`src/rtl/sample_mem_writer.sv`:
```
// sample_mem_writer
//   Buffers sample packets from the packet generator in a small FIFO. Each
//   packet is split into memory words, least-significant word first. The
//   words are written to the memory controller over a req/ack handshake.
//   The first word of a packet goes to address sample_number*WPP, and the
//   following words go to the next consecutive addresses.
//
// Ports:
//   clk, reset        clock, synchronous active-high reset
//   clear             start-of-capture flush (FIFO, in-flight write, overflow)
//   in_valid          packet strobe from the generator
//   in_packet         packet data
//   in_sample_number  sample number tagging in_packet
//   mem_req/addr/data write request, word address and data to the controller
//   mem_ack           controller accepts the current word
//   fifo_level        number of FIFO entries held
//   drained           FIFO empty and no write in flight
//   overflow          sticky flag: a packet was dropped on a full FIFO
module sample_mem_writer #(
  parameter int SAMPLE_PACKET_WIDTH = 32,
  parameter int MEMORY_WORD_WIDTH   = 2,
  parameter int FIFO_DEPTH          = 16,
  parameter int MEM_ADDR_WIDTH      = 26
) (
  input  logic                             clk,
  input  logic                             reset,
  input  logic                             clear,
  input  logic                             in_valid,
  input  logic [SAMPLE_PACKET_WIDTH-1:0]   in_packet,
  input  logic [31:0]                      in_sample_number,
  output logic                             mem_req,
  output logic [MEM_ADDR_WIDTH-1:0]        mem_addr,
  output logic [MEMORY_WORD_WIDTH*8-1:0]   mem_data,
  input  logic                             mem_ack,
  output logic [$clog2(FIFO_DEPTH):0]      fifo_level,
  output logic                             drained,
  output logic                             overflow
);

  localparam int DW  = MEMORY_WORD_WIDTH * 8;
  localparam int WPP = SAMPLE_PACKET_WIDTH / DW;
  localparam int EW  = 32 + SAMPLE_PACKET_WIDTH;
  localparam int PW  = $clog2(FIFO_DEPTH);
  localparam int LW  = PW + 1;
  localparam int IW  = (WPP > 1) ? $clog2(WPP) : 1;

  typedef enum logic [1:0] {IDLE, LOAD, WRITE} state_t;

  state_t                         state;
  state_t                         state_next;
  logic [EW-1:0]                  fifo_mem [FIFO_DEPTH];
  logic [PW-1:0]                  wr_ptr;
  logic [PW-1:0]                  rd_ptr;
  logic [LW-1:0]                  level_next;
  logic [SAMPLE_PACKET_WIDTH-1:0] pkt_rest;
  logic [IW-1:0]                  word_idx;
  logic [31:0]                    head_sample;
  logic [SAMPLE_PACKET_WIDTH-1:0] head_packet;
  logic                           pop;
  logic                           push;
  logic                           last_word;

  assign head_sample = fifo_mem[rd_ptr][EW-1 -: 32];
  assign head_packet = fifo_mem[rd_ptr][SAMPLE_PACKET_WIDTH-1:0];

  // The head entry leaves the FIFO on the LOAD edge. A push on that same
  // edge is accepted even when the FIFO is full, because the popped slot
  // frees up space for it.
  assign pop       = (state == LOAD);
  assign push      = in_valid && ((fifo_level < LW'(FIFO_DEPTH)) || pop);
  assign last_word = (word_idx == IW'(WPP - 1));

  always_comb begin
    level_next = fifo_level;
    if (push && !pop)
      level_next = fifo_level + LW'(1);
    else if (pop && !push)
      level_next = fifo_level - LW'(1);
  end

  always_comb begin
    state_next = state;
    case (state)
      IDLE:    if (fifo_level != '0) state_next = LOAD;
      LOAD:    state_next = WRITE;
      WRITE:   if (mem_ack && last_word) state_next = IDLE;
      default: state_next = IDLE;
    endcase
  end

  // Storage needs no reset. After a reset or clear the pointers and the
  // level say the FIFO is empty, so any stale contents are never read.
  always_ff @(posedge clk) begin
    if (push)
      fifo_mem[wr_ptr] <= {in_sample_number, in_packet};
  end

  // drained is computed from the next level and the next state. This gives
  // it the same one-edge timing as fifo_level.
  always_ff @(posedge clk) begin
    if (reset) begin
      state      <= IDLE;
      wr_ptr     <= '0;
      rd_ptr     <= '0;
      fifo_level <= '0;
      drained    <= 1'b1;
      overflow   <= 1'b0;
      mem_req    <= 1'b0;
      mem_addr   <= '0;
      mem_data   <= '0;
      word_idx   <= '0;
      pkt_rest   <= '0;
    end else if (clear) begin
      state      <= IDLE;
      wr_ptr     <= '0;
      rd_ptr     <= '0;
      fifo_level <= '0;
      drained    <= 1'b1;
      overflow   <= 1'b0;
      mem_req    <= 1'b0;
    end else begin
      state      <= state_next;
      fifo_level <= level_next;
      drained    <= (level_next == '0) && (state_next == IDLE);
      if (push)
        wr_ptr <= wr_ptr + PW'(1);
      if (pop)
        rd_ptr <= rd_ptr + PW'(1);
      if (in_valid && !push)
        overflow <= 1'b1;
      case (state)
        LOAD: begin
          word_idx <= '0;
          mem_addr <= MEM_ADDR_WIDTH'(head_sample) * MEM_ADDR_WIDTH'(WPP);
          mem_data <= head_packet[DW-1:0];
          pkt_rest <= head_packet >> DW;
          mem_req  <= 1'b1;
        end
        WRITE: begin
          if (mem_ack) begin
            if (!last_word) begin
              word_idx <= word_idx + IW'(1);
              mem_addr <= mem_addr + MEM_ADDR_WIDTH'(1);
              mem_data <= pkt_rest[DW-1:0];
              pkt_rest <= pkt_rest >> DW;
            end else begin
              mem_req <= 1'b0;
            end
          end
        end
        default: ;
      endcase
    end
  end

endmodule

```
`config.mk`:
```
export PLATFORM = sky130hd
export DESIGN_NAME = sample_mem_writer
export DESIGN_NICKNAME = d
export VERILOG_FILES = /design/src/rtl/sample_mem_writer.sv
export SDC_FILE = /design/constraint.sdc
export NUM_CORES = 1
export LEC_CHECK = 0
export BUFFER_PORTS_ARGS = -buffer_cell sky130_fd_sc_hd__buf_2
export CAP_MARGIN = 10
export CORE_MARGIN = 2
export CORE_UTILIZATION = 50
export DETAILED_ROUTE_END_ITERATION = 16
export PLACE_DENSITY = 0.74
export SYNTH_ARGS = -nofsm -noshare
export SYNTH_HDL_FRONTEND = slang
export SYNTH_SLANG_ARGS = --single-unit
export TNS_END_PERCENT = 30
```
`constraint.sdc`:
```
create_clock -name clk -period 7.9 [get_ports clk]
set_input_delay 0.79 -clock clk [delete_from_list [all_inputs] [get_ports clk]]
set_output_delay 0.79 -clock clk [all_outputs]
set_load 0.02 [all_outputs]
```
# --- After elaboration in Yosys (flattened, before gate mapping) ---
# Memory sizes are Yosys's and may differ from the RTL's. A register that Yosys moved wholly into a read port is not among the register bits.
# Cells that the tools add are included.
op_classes:
  n_addsub: 6
  order_cmp: 1
  eq_ne: 5
  mux: 24
  n_bitwise: 1
  n_reduce_logical: 18
ops:
  columns: ["op", "n"]
  rows:
  - ["$mux 32", 2]
  - ["$pmux 32 s2", 1]
  - ["$mux 26", 2]
  - ["$pmux 26 s2", 1]
  - ["$mux 16", 2]
  - ["$pmux 16 s2", 1]
  - ["$add 26x1->26 const B", 1]
  - ["$mux 5", 2]
  - ["$add 4x1->4 const B", 2]
  - ["$mux 4", 2]
  - ["$logic_and 1x1->1", 6]
  - ["$mux 1", 6]
  - ["$ne 2x2->1 const B", 3]
  - ["$pmux 2 s3", 1]
  - ["$reduce_and 3->1", 2]
  - ["$add 5x1->5 const B", 1]
  - ["$logic_not 5->1", 1]
  - ["$lt 5x5->1 const B", 1]
  - ["$reduce_bool 5->1", 1]
  - ["$sub 5x1->5 const B", 1]
  - ["$logic_not 2->1", 2]
  - ["$mux 2", 2]
  - ["$pmux 1 s2", 2]
  - ["$reduce_and 4->1", 1]
  - ["other kinds (8)", 9]
totals:
  reg_bits: 93
  ramBits: 1024
  input_bits: 69
  output_inout_bits: 50
  word_cells: 67
  n_memories: 1
memory_table:
  columns: ["memory", "depth", "word_bits", "read_ports", "rd_ports_with_merged_regs", "write_ports", "line", "text"]
  rows:
  - ["fifo_mem", 16, 64, 1, 1, 1, "51", "logic [EW-1:0] fifo_mem [FIFO_DEPTH];"]

# --- Logic depth before layout (Yosys ltp) ---
# Gate-level depths: netlist of run 1.
logic_depth:
  ltp_word: 9
  mapped_depth: 10
  depth_no_buf: 7

# --- Least setup slack after synthesis of run 1 ---
# Ideal clock, no wire load.
synth_path:
  path_type: "input to register"
  from: "input port in_valid"
  to: "memory fifo_mem[3][0] (netlist bit) (enable)"
  setup_ns: 0.542
  arrival_time_ns: 5.590
  required_ns: 7.358
  slack_ns: 1.768
  stages: 4
  n_path_buf: 1
  cell_sequence: "clkbuf_1 -> a21boi_1 -> nand2_1 -> nor3_1"
synth_between:
  elab_chain_cells: 3
synth_lines:
  columns: ["element", "line", "text"]
  rows:
  - ["from (decl)", "28", "input logic in_valid,"]
  - ["$logic_and 1x1->1", "70", "assign push = in_valid && ((fifo_level < LW'(FIFO_DEPTH)) || pop);"]
  - ["$mux 1", "94", "if (push)"]
  - ["$mux 1 (implied by the code)", "95", "fifo_mem[wr_ptr] <= {in_sample_number, in_packet};"]
  - ["to (decl)", "51", null]
# Every way passes these cells.

# --- Final worst setup path of run 1 ---
layout_path:
  from: "register state[1]"
  to: "memory fifo_mem[11][24] (netlist bit) (enable)"
layout_between:
  elab_chain_cells: 5
layout_lines:
  columns: ["element", "line", "text"]
  rows:
  - ["from (decl)", "49", "state_t state;"]
  - ["from (signal assigned)", "122", "state <= state_next;"]
  - ["$eq 2x1->1", "69", "assign pop = (state == LOAD);"]
  - ["$logic_or 1x1->1", "70", null]
  - ["$logic_and 1x1->1", "70", null]
  - ["$mux 1", "94", null]
  - ["$mux 1 (implied by the code)", "95", null]
# Every way passes these cells.

==> results of run 1 <==
==> state kept, by name, indices dropped and copies added, names as in the netlist, named ones only <==
name	count
fifo_mem	912
mem_addr	26
mem_data	16
pkt_rest	16
fifo_level	5
rd_ptr	4
wr_ptr	4
state	2
drained	1
last_word	1
mem_req	1
overflow	1
==> worst max-delay path, delay by kind of cell, from the launching register on <==
family / cells / cell delay [ps]
adders and majority gates: 1 / 490
DFF: 1 / 330
and+or+nand+nor: 2 / 1290
buffers and inverters: 3 / 1200
AOI/OAI and AO/OA: 1 / 600
==> power breakdown <==
group,total (W),internal (W),switching (W)
Combinational,0.000283,0.000103,0.000180
Sequential,0.00580,0.00578,0.0000240
Clock,0.00483,0.00289,0.00194
Total,0.0109,0.00877,0.00215
==> Yosys cell counts (all sizes together) (2+ instances only) <==
| cell | n |
|---|---|
| clkbuf | 38 |
| nor4b | 2 |
| or3 | 3 |
| nand4 | 7 |
| dfxtp | 81 |
| o221ai | 2 |
| a31oi | 5 |
| o21a | 4 |
| and2 | 2 |
| o2111ai | 2 |
| a221oi | 4 |
| nor2 | 48 |
| nand3b | 2 |
| mux2 | 10 |
| a22oi | 10 |
| nand2 | 42 |
| a21oi | 30 |
| or4 | 2 |
| edfxtp | 912 |
| buf | 58 |
| o22ai | 3 |
| a21boi | 2 |
| nor2b | 4 |
| nand2b | 10 |
| inv | 13 |
| mux2i | 37 |
| nor4 | 9 |
| or2 | 5 |
| o211ai | 3 |
| and3 | 5 |
| a22o | 16 |
| mux4 | 275 |
| a2111oi | 2 |
| xor2 | 4 |
| ha | 12 |
| nor3b | 2 |
| xnor2 | 7 |
| nor3 | 15 |
| o21ai | 46 |
| nand3 | 21 |
==> cell type report <==
cell class	instances	area, µm²	area share [%]
clock buffers	130	2680	6.19
flip-flops and latches	993	29000	66.9
clock inverters	52	682	1.57
inverters	14	52.6	0.121
diodes	5	12.5	0.0289
multi-input cells	664	8860	20.4
repair buffers	145	836	1.93
well taps	978	1220	2.82
==> path summary, 6_finish.rpt <==
kind | to | slack [ps] | cells past startpoint
hold reg to reg | overflow | 480 | 2
hold / removal | overflow | 480 | 2
setup / recovery | fifo_mem[11][24] | 3550 | 7
setup reg to reg | fifo_mem[11][24] | 3550 | 7
==> through the flow <==
stage	total power [W]	util (%)	cell area (µm²)	hold WS, ps	cells
after detailed placement	0.00619	52.7	40000	459	2794
after global placement	0.00618	52.7	40000	450	2794
after CTS	0.0110	57.2	43400	446	2976
final	0.0109	57.2	43400	475	2981
after global routing	0.0112	57.2	43400	470	2979
after floorplan	0.00606	-	38300	449	1767
==> layer usage <==
metal  up-vias  track usage [%]  part of all wire, %
met2       886             36.5                   50
met4        10             5.77                  2.0
met3       139             4.13                  8.1
met1      9808             30.5                   40
met5         -                0                0.084
li1       7732                -                    -
==> logic make-up (layout without fill, tap and decap cells) <==
group,Yosys count,after routing,share of synthesized area [%]
AO/OA/AOI/OAI,139,139,2.34
XOR/XNOR,11,11,0.252
adder cells (fa/ha/maj),12,12,0.392
buffers and inverters,110,341,1.43
flip-flops,993,993,75.8
multiplexers,322,322,17.4
other,0,5,0
AND/OR/NAND/NOR,180,180,2.38
==> impl_metrics.env, run 1 <==
export IMPL_status="complete, no violations"
export IMPL_grt_pass1_vias=19100
export IMPL_ant_nets=0
export IMPL_final_cell_mix="912 x edfxtp_1, 274 x mux4_2, 111 x buf_2"
export IMPL_cts_hold_repair_buffers=0
export IMPL_period_minus_slack_ps=4350
export IMPL_dieHeight_um=281
export IMPL_path_cells="inv_1 -> ha_1 -> clkinv_1 -> a21boi_1 -> nand2_1 -> nor2_4 -> buf_4"
export IMPL_yosys_warnings=0
export IMPL_dr_pass1_iters=6
export IMPL_worst_slew_pin_slew_ps=1180
export IMPL_postSynth_asyncResetShare_pct=0
export IMPL_drt_iter0_drc=2265
export IMPL_synth_area_per_cell_um2=21.7
export IMPL_slew_headroom_pct=21.6
export IMPL_setup_viol=0
export IMPL_ir_drop_uv=206
export IMPL_worst_slack_ps=3550
export IMPL_synth_seq_cells=993
export IMPL_wl_per_cell_um=28.4
export IMPL_syn_inst=1767
export IMPL_dieArea_um2=78800
export IMPL_synth_edf_count=912
export IMPL_routabilityCongestion=0.868
export IMPL_start_util_pct=50.5
export IMPL_rows=101
export IMPL_routed_via_density=6.23
export IMPL_die_w_um=281
export IMPL_power_density_nw_per_um2=252
export IMPL_synth_ff_type="edfxtp_1"
export IMPL_synth_top_cell_area_share_pct=71.5
export IMPL_grt_pass1_wl_um=126000
export IMPL_fin_setup_tns_ps=0
export IMPL_maxSlewViolCount=0
export IMPL_drt_total_wl_um=84700
export IMPL_synth_net_count=1848
export IMPL_nNetsFinal=1998
export IMPL_netlist_top_cell_by_area="edfxtp_1"
export IMPL_drv_cap=0
export IMPL_io_buffer_count=111
export IMPL_cts_htree_levels=3
export IMPL_cp_start_kind="flop"
export IMPL_cts_tree="yes"
export IMPL_critPathRequiredTime_ps=8160
export IMPL_io_pins=119
export IMPL_core_area_um2=75800
export IMPL_rsz0062_at_grt="no"
export IMPL_synth_cell_types=67
export IMPL_hp_start="overflow"
export IMPL_end_kind="flop"
export IMPL_fmax_mhz=230
export IMPL_antenna_found_initial=14
export IMPL_cp_max_fo=36
export IMPL_clockBufferDepth=3
export IMPL_cts_made_buffers=99
export IMPL_post_cts_resized=0
export IMPL_hpwl_um=43600
export IMPL_pre_cts_slack_ps=3480
export IMPL_drc=0
export IMPL_p_leak_nw=13.4
export IMPL_num_fill_cells=5395
export IMPL_reg2reg_from="state[1]"
export IMPL_finalCritPeriodShare_pct=55.1
export IMPL_crit_path_top_delay_cell="nor2_4"
export IMPL_path_clk_slew_ps=60
export IMPL_hold_violations=0
export IMPL_cts_root_buf="clkbuf_16"
export IMPL_synth_top_cells_by_area="edfxtp_1 72%, mux4_2 16%, dfxtp_1 4.2%, mux2i_1 0.97%, o21ai_0 0.56%"
export IMPL_synth_area_um2=38300
export IMPL_syn_to_final_growth_pct=13.3
export IMPL_cts_setup_buffers=0
export IMPL_vias=18600
export IMPL_synth_yosys_seq_area_share_pct=75.8
export IMPL_overflow=0
export IMPL_cp_startpoint="state[1]"
export IMPL_critPathKind="reg -> reg"
export IMPL_hold_path_class="reg -> reg"
export IMPL_crit_arrival_ps=4610
export IMPL_layout_commonest_cell="edfxtp_1"
export IMPL_grtUsageTotal_pct=22.1
export IMPL_cts_num_sinks=993
export IMPL_critical_path_max_stage_delay_ps=870
export IMPL_grt_max_degree=122
export IMPL_finClkSkew_ps=19.9
export IMPL_drive_gt1_share_pct=30.5
export IMPL_insertion_delay_ps=650
Power figures use the tool's default switching activity.
==> inputs of run 2 (changes only) <==
Clock period 7.9 ns to 4.4 ns, I/O delays scaled along.
==> run 2 against run 1 <==
Against the previous run: die area unchanged; clock skew grew 0.95 ps; first-iteration DRC count is 9.6% higher; clock-buffer cell count unchanged; combinational power grew 88%; hold slack worse by 340 ps; setup slack worse by 3000 ps; global-route usage rose by 0.11 points; clock power up 69%; final area is 0.61% higher; critical endpoint is now fifo_mem[0][33]; largest power group unchanged.
==> impl_metrics.env, run 2 (synthesized netlist as in run 1, its figures left out) <==
export IMPL_status="complete, no violations"
export IMPL_worst_slack_ps=586
export IMPL_top_usage_layer="met2"
export IMPL_maxSlewViolCount=0
export IMPL_rows=101
export IMPL_finClkSkew_ps=20.9
export IMPL_use_met1_pct=30.8
export IMPL_p_int_w=0.0153
export IMPL_swShare_pct=20.1
export IMPL_final_cell_mix="912 x edfxtp_1, 274 x mux4_2, 111 x buf_2"
export IMPL_cp_max_fo=13
export IMPL_path_clk_slew_ps=60
export IMPL_cts_setup_buffers=0
export IMPL_fmax_mhz=262
export IMPL_nNetsFinal=2018
export IMPL_cts_htree_levels=3
export IMPL_grt_pass1_wl_um=127000
export IMPL_p_seq_share_pct=54.4
export IMPL_cts_num_sinks=993
export IMPL_use_met2_pct=36.8
export IMPL_antenna_found_initial=12
export IMPL_timing_hold_ws_ps=132
export IMPL_final_instance_count_excl_fill=3000
export IMPL_finalCritPeriodShare_pct=86.7
export IMPL_dieArea_um2=78800
export IMPL_dieHeight_um=281
export IMPL_path_cells="inv_1 -> ha_1 -> clkinv_1 -> a21boi_1 -> nand2_1 -> nor3_4 -> buf_4"
export IMPL_io_pins=119
export IMPL_power_frac_comb_pct=2.8
export IMPL_p_total_w=0.0191
export IMPL_drt_iter0_drc=2482
export IMPL_grt_pass1_vias=19100
export IMPL_overflow=0
export IMPL_crit_path_top_delay_cell="nor3_4"
export IMPL_crit_arrival_ps=4150
export IMPL_grtUsageMet3_pct=4.05
export IMPL_cts_hold_repair_buffers=0
export IMPL_drv_cap=0
export IMPL_critPathRequiredTime_ps=4740
export IMPL_cts_root_buf="clkbuf_16"
export IMPL_cp_start_kind="flop"
export IMPL_power_density_nw_per_um2=438
export IMPL_critical_path_max_stage_delay_ps=810
export IMPL_die_w_um=281
export IMPL_clkPwrFrac_pct=42.8
export IMPL_placedCellCount=2817
export IMPL_hold_path_class="in -> reg"
export IMPL_rsz0062_at_grt="no"
export IMPL_cts_made_buffers=96
export IMPL_largest_reg_flops=912
export IMPL_critPathKind="reg -> reg"
export IMPL_largestRegisters="fifo_mem x912, mem_addr x26"
export IMPL_layout_commonest_cell="edfxtp_1"
export IMPL_drc=0
export IMPL_period_minus_slack_ps=3810
export IMPL_grtUsageTotal_pct=22.2
export IMPL_io_buffer_count=111
export IMPL_ir_drop_uv=358
export IMPL_cts_tree="yes"
export IMPL_syn_to_final_growth_pct=14.0
export IMPL_setup_viol=0
export IMPL_start_util_pct=50.5
export IMPL_grt_max_degree=58
export IMPL_routabilityCongestion=0.873
export IMPL_core_area_um2=75800
export IMPL_fin_setup_tns_ps=0
export IMPL_post_cts_resized=0
export IMPL_dr_pass1_iters=5
export IMPL_routed_via_density=6.24
export IMPL_wl_per_cell_um=28.6
export IMPL_pre_cts_slack_ps=694
export IMPL_hold_violations=0
export IMPL_hpwl_um=46000
export IMPL_slew_headroom_pct=30.7
export IMPL_vias=18700
export IMPL_insertion_delay_ps=650
export IMPL_worst_slew_pin_slew_ps=1040
export IMPL_end_kind="flop"
export IMPL_drt_total_wl_um=85700
export IMPL_p_leak_nw=13.5
export IMPL_ant_nets=0
export IMPL_clockBufferDepth=3
export IMPL_top_register="fifo_mem"
export IMPL_drive_gt1_share_pct=31.0
export IMPL_switching_power_w=0.00384
[run 2: cell count changes in the layout (fill, tap and decap cells not counted), moves of 3 or more]
cell       change
buf_12        +24
bufinv_16      -9
clkinv_1       +6
clkbuf_16      +4
clkbuf_8       -3
clkinv_2       +3
[run 2: stage by stage]
step / util, % / instance area [µm²]
after CTS: 57.5 / 43600
after detailed placement: 53.4 / 40500
after floorplan: - / 38300
after global placement: 53.4 / 40500
after global routing: 57.5 / 43600
final: 57.5 / 43600
[run 2: critical path, delay by kind of cell (launching register included)]
| family | cells | cell delay, ps |
|---|---|---|
| and+or+nand+nor | 2 | 1230 |
| buffers and inverters | 3 | 790 |
| AOI/OAI and AO/OA | 1 | 680 |
| adders and majority gates | 1 | 450 |
| DFF | 1 | 330 |
[run 2: routing by layer]
layer	up-vias	part of all wire [%]
met5	-	0.070
met4	10	1.8
met3	132	7.6
met2	876	51
met1	9906	40
li1	7786	-
[run 2: cell type report]
| class | count | area, µm² |
|---|---|---|
| clock inverters | 50 | 412 |
| flip-flops and latches | 993 | 29000 |
| fillers | 5309 | 32200 |
| diodes | 3 | 7.51 |
| clock buffers | 130 | 2740 |
| repair buffers | 168 | 1310 |
| inverters | 14 | 52.6 |
| multi-input cells | 664 | 8870 |
| well taps | 978 | 1220 |
[run 2: worst paths after layout]
check | from | endpoint | slack (ps) | cells after the start
worst max-delay path | state[1] | fifo_mem[0][33] | 590 | 7
worst min-delay path | mem_ack | last_word | 130 | 3
worst max register to register | state[1] | fifo_mem[0][33] | 590 | 7
worst min register to register | overflow | overflow | 480 | 2
[run 2: power groups by stage]
stage	Combinational, W	Clock, W	Sequential (W)
3_5_place_dp	0.000530	0	0.0106
4_1_cts	0.000535	0.00829	0.0104
5_1_grt	0.000572	0.00865	0.0104
2_1_floorplan	0.000253	0	0.0106
3_3_place_gp	0.000508	0	0.0106
6_report	0.000532	0.00818	0.0104
